`config.mk`:
```
export PLATFORM = sky130hd
export DESIGN_NAME = result_unloader
export DESIGN_NICKNAME = d
export VERILOG_FILES = /design/src/rtl/tpu_pkg.sv /design/src/rtl/result_unloader.sv
export SDC_FILE = /design/constraint.sdc
export NUM_CORES = 1
export LEC_CHECK = 0
export CORE_UTILIZATION = 40
export DETAILED_ROUTE_END_ITERATION = 6
export GPL_TIMING_DRIVEN = 0
export PLACE_DENSITY = 0.77
export SLEW_MARGIN = 25
export SYNTH_ARGS = -nofsm -noshare
export SYNTH_HDL_FRONTEND = slang
export SYNTH_SLANG_ARGS = --single-unit
```
`constraint.sdc`:
```
create_clock -name clk -period 8.1 [get_ports clk]
set_clock_uncertainty 0.05 [all_clocks]
set_input_delay 1.62 -clock clk [delete_from_list [all_inputs] [get_ports clk]]
set_output_delay 1.62 -clock clk [all_outputs]
set_load 0.05 [all_outputs]
```
`src/rtl/tpu_pkg.sv`:
```
// Shared definitions for the TPU host-side load/unload paths.
// Byte-bus width and default frame size are common to both directions.
package tpu_pkg;

  localparam int unsigned HOST_BYTE_W     = 8;
  localparam int unsigned BYTES_PER_FRAME = 8;

  typedef enum logic [1:0] {
    StIdle = 2'd0,
    StSend = 2'd1,
    StDone = 2'd2
  } unload_state_e;

endpackage

```
`src/rtl/result_unloader.sv`:
```
// Snapshots a set of array results on a capture strobe and streams them to the host
// one byte per valid/ack transfer, result 0 first, least-significant byte first.
module result_unloader
  import tpu_pkg::*;
#(
  parameter int unsigned NUM_RESULTS = 4,
  parameter int unsigned RESULT_W    = 16,
  localparam int unsigned NBYTES     = NUM_RESULTS * RESULT_W / HOST_BYTE_W,
  localparam int unsigned AW         = (NBYTES > 1) ? $clog2(NBYTES) : 1
) (
  input  logic                            clk,
  input  logic                            rst,
  input  logic                            res_valid,
  input  logic [NUM_RESULTS*RESULT_W-1:0] res_flat,
  input  logic                            rpi_ack,
  output logic [HOST_BYTE_W-1:0]          rpi_data,
  output logic [AW-1:0]                   rpi_addr,
  output logic                            rpi_valid,
  output logic                            busy,
  output logic                            frame_done,
  output logic                            overrun
);

  localparam int unsigned SnapW = NUM_RESULTS * RESULT_W;
  localparam logic [AW-1:0] LastIdx = AW'(NBYTES - 1);

  unload_state_e    state_q, state_d;
  logic [SnapW-1:0] snap_q, snap_d;
  logic [AW-1:0]    idx_q, idx_d;
  logic             overrun_d;

  always_comb begin
    state_d   = state_q;
    snap_d    = snap_q;
    idx_d     = idx_q;
    overrun_d = overrun;
    unique case (state_q)
      StIdle, StDone: begin
        idx_d   = '0;
        state_d = StIdle;
        if (res_valid) begin
          snap_d  = res_flat;
          state_d = StSend;
        end
      end
      StSend: begin
        // A strobe mid-frame is dropped; the in-flight snapshot is never disturbed.
        if (res_valid) overrun_d = 1'b1;
        if (rpi_ack) begin
          if (idx_q == LastIdx) begin
            idx_d   = '0;
            state_d = StDone;
          end else begin
            idx_d = idx_q + AW'(1);
          end
        end
      end
      default: begin
        idx_d   = '0;
        state_d = StIdle;
      end
    endcase
  end

  always_ff @(posedge clk or posedge rst) begin
    if (rst) begin
      state_q <= StIdle;
      snap_q  <= '0;
      idx_q   <= '0;
    end else begin
      state_q <= state_d;
      snap_q  <= snap_d;
      idx_q   <= idx_d;
    end
  end

  // Outputs are registered from next-state so the first byte appears one cycle after capture.
  always_ff @(posedge clk or posedge rst) begin
    if (rst) begin
      rpi_data   <= '0;
      rpi_addr   <= '0;
      rpi_valid  <= 1'b0;
      busy       <= 1'b0;
      frame_done <= 1'b0;
      overrun    <= 1'b0;
    end else begin
      rpi_data   <= (state_d == StSend) ?
                    snap_d[int'(idx_d)*HOST_BYTE_W +: HOST_BYTE_W] : '0;
      rpi_addr   <= idx_d;
      rpi_valid  <= (state_d == StSend);
      busy       <= (state_d == StSend);
      frame_done <= (state_d == StDone);
      overrun    <= overrun_d;
    end
  end

endmodule

```
## After elaboration in Yosys (flattened, before gate mapping)

Cells that the tools add are included.

- Output and inout port bits: 15
- Logic and storage cells: 27
- Bits in read-only memories: 0
- Bits in writable memories: 0
- Memories: 0
- Flip-flop bits (word level): 80
- Input port bits: 68
- Bits in latches: 0

- Multiplexer cells: 10
- Divide/modulo/power cells: 0
- Add/subtract/negate cells: 1
- Shifts and indexed selects: 1
- Magnitude comparators: 0
- Bitwise gates (word level): 0
- Reduce and logical (&&, ||, !) cells: 3
- Multipliers: 0
- Eq/ne operators: 5

Operators with widths:

| operator | count |
|---|---|
| two-way mux 64 bit | 2 |
| variable part select 64 x 7 -> 8 bit | 1 |
| two-way mux 3 bit | 3 |
| two-way mux 8 bit | 1 |
| == test 2 x 1 -> 1 bit, second input constant | 2 |
| == test 2 bit, second input constant | 2 |
| two-way mux 2 bit | 2 |
| one-hot mux 2 bit (2 select lines) | 1 |
| adder 3 x 1 -> 3 bit, second input constant | 1 |
| == test 3 bit, second input constant | 1 |
| zero test 2 bit | 1 |
| AND reduction 2 bit | 1 |
| OR reduction 2 bit | 1 |
| two-way mux 1 bit | 1 |

## Depth between registers and ports, before layout

- Word-level depth: 6
- Depth in mapped cells: 9
- Depth with buffers taken out: 8

## Worst setup path before layout

OpenSTA, ideal clock, no wires.

- Path kind: in2reg
- Start point: input res_valid
- End point: register rpi_data[7]
- Required time: 7.903 ns
- Stages on the path: 7
- Setup time: 0.147 ns
- Setup slack: 4.892 ns
- Data arrival time: 3.011 ns
- Path buffers: 2
- Path through: nor2b_1 -> buf_2 -> buf_2 -> mux2_2 -> mux4_2 -> nor2_1 -> a311oi_1

- Word-level cells in the longest chain between the ends: 4
- Elaborated cells on any way between the ends: 7
- Those cells by class: eq/ne (1); shift (1); mux (5)

RTL lines:

| item | line | text |
|---|---|---|
| start: declaration | result_unloader.sv:13 | `input logic res_valid,` |
| two-way mux 64 bit | result_unloader.sv:41 | `if (res_valid) begin` |
| two-way mux 64 bit | result_unloader.sv:37 | `unique case (state_q)` |
| via snap_d[63] | result_unloader.sv:28 | `logic [SnapW-1:0] snap_q, snap_d;` |
| variable part select 64 x 7 -> 8 bit | result_unloader.sv:88 | `snap_d[int'(idx_d)*HOST_BYTE_W +: HOST_BYTE_W] : '0;` |
| two-way mux 8 bit | result_unloader.sv:87 | `rpi_data <= (state_d == StSend) ?` |
| end signal: assignment | result_unloader.sv:87 |  |
| end: declaration | result_unloader.sv:16 | `output logic [HOST_BYTE_W-1:0] rpi_data,` |

The timed path passes the listed nets, and every way through them passes these cells.
A chain may end at the register's enable or synchronous reset.

## Worst setup path after layout

Same ends and word-level chain as after synthesis.

==> results.py <==
metrics = {
    "sta": {
        "max_freq_ghz": 0.275,
        "tightestPinTransition_ns": 0.589,
        "finalWorstSetupSlack_ns": 4.47,
        "finalSetupViolCount": 0,
        "rsz0062_at_grt": "no",
        "finalCriticalPeriod_ns": 3.63,
        "slew_viol_final": 0,
        "max-slew-margin-rel_pct": 60.7,
        "final.period_utilization_pct": 44.8,
        "setup_tns_ns": 0,
        "hold_violations": 0,
    },
    "synthesis": {
        "avgSynthCellArea_um2": 10.6,
        "synthMuxAreaShare_pct": 13.3,
        "synth-seq-area-share_pct": 54.1,
        "synth_top_family_by_area": "simple AND/OR/NAND/NOR gates",
        "yosys_warnings": 0,
        "synth_fp_nets": 420,
        "syn_area_um2": 3700,
        "synthFlopType": "dfrtp_1",
        "synth-edff-count": 0,
        "synthSimpleGateAreaFrac_pct": 17.0,
        "synth_area_leaders": "dfrtp_1 54%, nand2_1 11%, mux2_2 9.1%, mux4_2 3.0%, nor2_1 1.8%",
        "synth.most_common_cell": "nand2_1",
        "synth-seq-cells": 80,
        "synth_compound_area_share_pct": 10.7,
        "synthTopCellsByCount": "111 x nand2_1, 80 x dfrtp_1, 30 x mux2_2",
        "synth_top_area_cell": "dfrtp_1",
        "async_reset_ff_share_pct": 100,
        "synthAdderAreaFrac_pct": 0.676,
        "synthCells": 350,
        "ys_types": 42,
        "netlist.area_leader.share_pct": 54.1,
        "synth_xor_area_share_pct": 0,
    },
    "grt": {
        "track_usage_pct": 20.1,
        "grt_pass1_vias": 2984,
        "met2_usage_pct": 32.4,
        "grt_max_degree": 48,
        "grt_pass1_wl_um": 15100,
        "grt.overflow.total": 0,
        "grtUsageMet3_pct": 3.15,
        "antenna_found_initial": 0,
        "grt-busiest-layer": "met2",
        "grt_use_met1_pct": 27.4,
    },
    "power_and_ir_drop": {
        "p_leak_nw": 2.18,
        "netSwitchingFraction_pct": 39.3,
        "p_clk_share_pct": 16.4,
        "p_per_area_nw_per_um2": 395,
        "ir_worst_vdd_mv": 0.141,
        "pwr-share-comb_pct": 48.0,
        "power.total_mw": 1.93,
        "intPower_mw": 1.17,
        "power_frac_seq_pct": 35.6,
        "p_sw_uw": 759,
    },
    "routing": {
        "routed_wirelength_um": 9130,
        "first_pass_iters": 7,
        "avgViaCountPerCell": 5.31,
        "wl_per_cell_um": 16.4,
        "vias": 2950,
        "ant_nets": 0,
        "drc": 0,
        "drt_first_iter_violations": 233,
    },
    "placement": {
        "dp_hpwl_um": 6760,
        "portBuffers": 81,
        "placed_cells": 540,
        "routabilityCongestion": 0.858,
        "dp_slack_ns": 4.11,
        "dpl_cell_area_um2": 4680,
    },
    "final_layout": {
        "fillCellCount": 755,
        "multi_input_comb_area_um2": 1540,
        "layout.nets": 513,
        "drive_above_1_share_pct": 17.0,
        "final-seq-area_um2": 2000,
        "finalInstanceArea_um2": 4890,
        "num_antenna_cells": 0,
        "layout-area-overhead-vs-synth_pct": 32.1,
        "fin_cells": 556,
    },
    "setup_path": {
        "path_class": "in2reg",
        "arrival_ns": 3.78,
        "endpoint_kind": "flip-flop",
        "cp.required_ns": 8.25,
        "cp-start-kind": "primary input",
        "reg2reg_depth": 9,
        "critPathMaxFanout": 10,
    },
    "cts": {
        "cts_max_path_buffers": 2,
        "cts_hold_buffers": 0,
        "cts_tree": "yes",
        "htree_levels": 3,
        "clkTransAtPathRegs_ns": 0.08,
        "post_cts_buffers": 0,
        "cts.repair.resized": 0,
        "clkLatencyLatePin_ns": 0.35,
        "numCtsBuffers": 9,
        "cts-root-buf": "clkbuf_8",
        "clkSinkCount": 80,
    },
    "die": {
        "die_h_um": 98.2,
        "die_w_um": 98.2,
        "row_count": 34,
        "coreArea_um2": 8850,
        "die_area_um2": 9640,
        "start_util_pct": 41.8,
        "io_pins": 83,
    },
    "status": {
        "outcome": "finished clean",
    },
    "worst_hold_path": {
        "hp-class": "reg2reg",
        "whs_path_depth": 2,
    },
    "flow_run": {
        "max_cap_violations": 0,
    },
}
==> metrics by stage <==
step           hold WS (ns)  utilization [%]
2_1_floorplan         0.389                -
3_3_place_gp          0.401             52.5
3_5_place_dp          0.412             52.9
4_1_cts               0.432             55.2
5_1_grt               0.445             55.2
6_report              0.426             55.2
==> flip-flops by register name, summed over array words and instances, names as in the netlist <==
register    flops
busy            1
frame_done      1
overrun         1
rpi_addr        3
rpi_data        8
snap_q         64
state_q         2
==> cells in the final DEF, fill, tap and decap left out, types with 3 or more instances in the layout <==
| cell type | instances |
|---|---|
| clkbuf_1 | 10 |
| or3_1 | 4 |
| a21o_1 | 3 |
| nor2_1 | 18 |
| a31o_2 | 5 |
| o21ai_0 | 11 |
| buf_2 | 7 |
| inv_1 | 7 |
| o2111a_1 | 3 |
| clkdlybuf4s50_1 | 81 |
| clkinv_2 | 3 |
| clkbuf_8 | 9 |
| nand2_1 | 111 |
| a211o_1 | 3 |
| mux2_2 | 30 |
| a21oi_1 | 3 |
| a311oi_1 | 5 |
| o211ai_1 | 9 |
| buf_4 | 4 |
| mux4_2 | 5 |
| dfrtp_1 | 80 |
==> routing by layer <==
metal | up-vias | part of all wire, %
met5 | - | 0
met3 | 12 | 7.5
met2 | 111 | 48
met1 | 1435 | 43
met4 | 0 | 1.6
li1 | 1392 | -
==> final timing paths <==
check,from,end,slack (ns)
worst max-delay path,res_valid,rpi_data[7],4.47
worst min-delay path,snap_q[8],snap_q[8],0.43
worst max register to register,rpi_addr[0],rpi_data[3],5.50
worst min register to register,snap_q[8],snap_q[8],0.43
max in group asynchronous,rst,rpi_data[1],5.85
min in group asynchronous,rst,snap_q[4],1.57
==> power by group through the flow <==
stage,clock network [mW],registers [mW],logic [mW]
6_report,0.316,0.688,0.927
5_1_grt,0.336,0.704,1.00
4_1_cts,0.320,0.687,0.928
3_5_place_dp,0,0.695,0.920
3_3_place_gp,0,0.685,0.888
2_1_floorplan,0,0.760,0.573
==> layout make-up <==
| type | instances | share of cell area, % |
|---|---|---|
| buffer | 21 | 2.43 |
| clock buffer | 10 | 2.61 |
| clock inverter | 6 | 1.71 |
| inverter | 9 | 0.845 |
| multi-input combinational | 240 | 31.5 |
| sequential | 80 | 41.0 |
| tap | 108 | 2.76 |
| timing repair buffer | 82 | 17.1 |
==> logic make-up after synthesis <==
kind of cell,count (synthesis)
AND/OR/NAND/NOR,148
flip-flops,80
AO/OA/AOI/OAI,51
multiplexers,39
buffers and inverters,30
adder cells (fa/ha/maj),2
==> critical path, cell delays in order <==
cell             delay (ns)
clkdlybuf4s50_1        0.53
nor2b_1                0.14
buf_2                  0.18
buf_2                  0.28
mux2_2                 0.38
mux4_2                 0.47
nor2_1                 0.11
a311oi_1               0.07
Power figures use the tool's default switching activity.
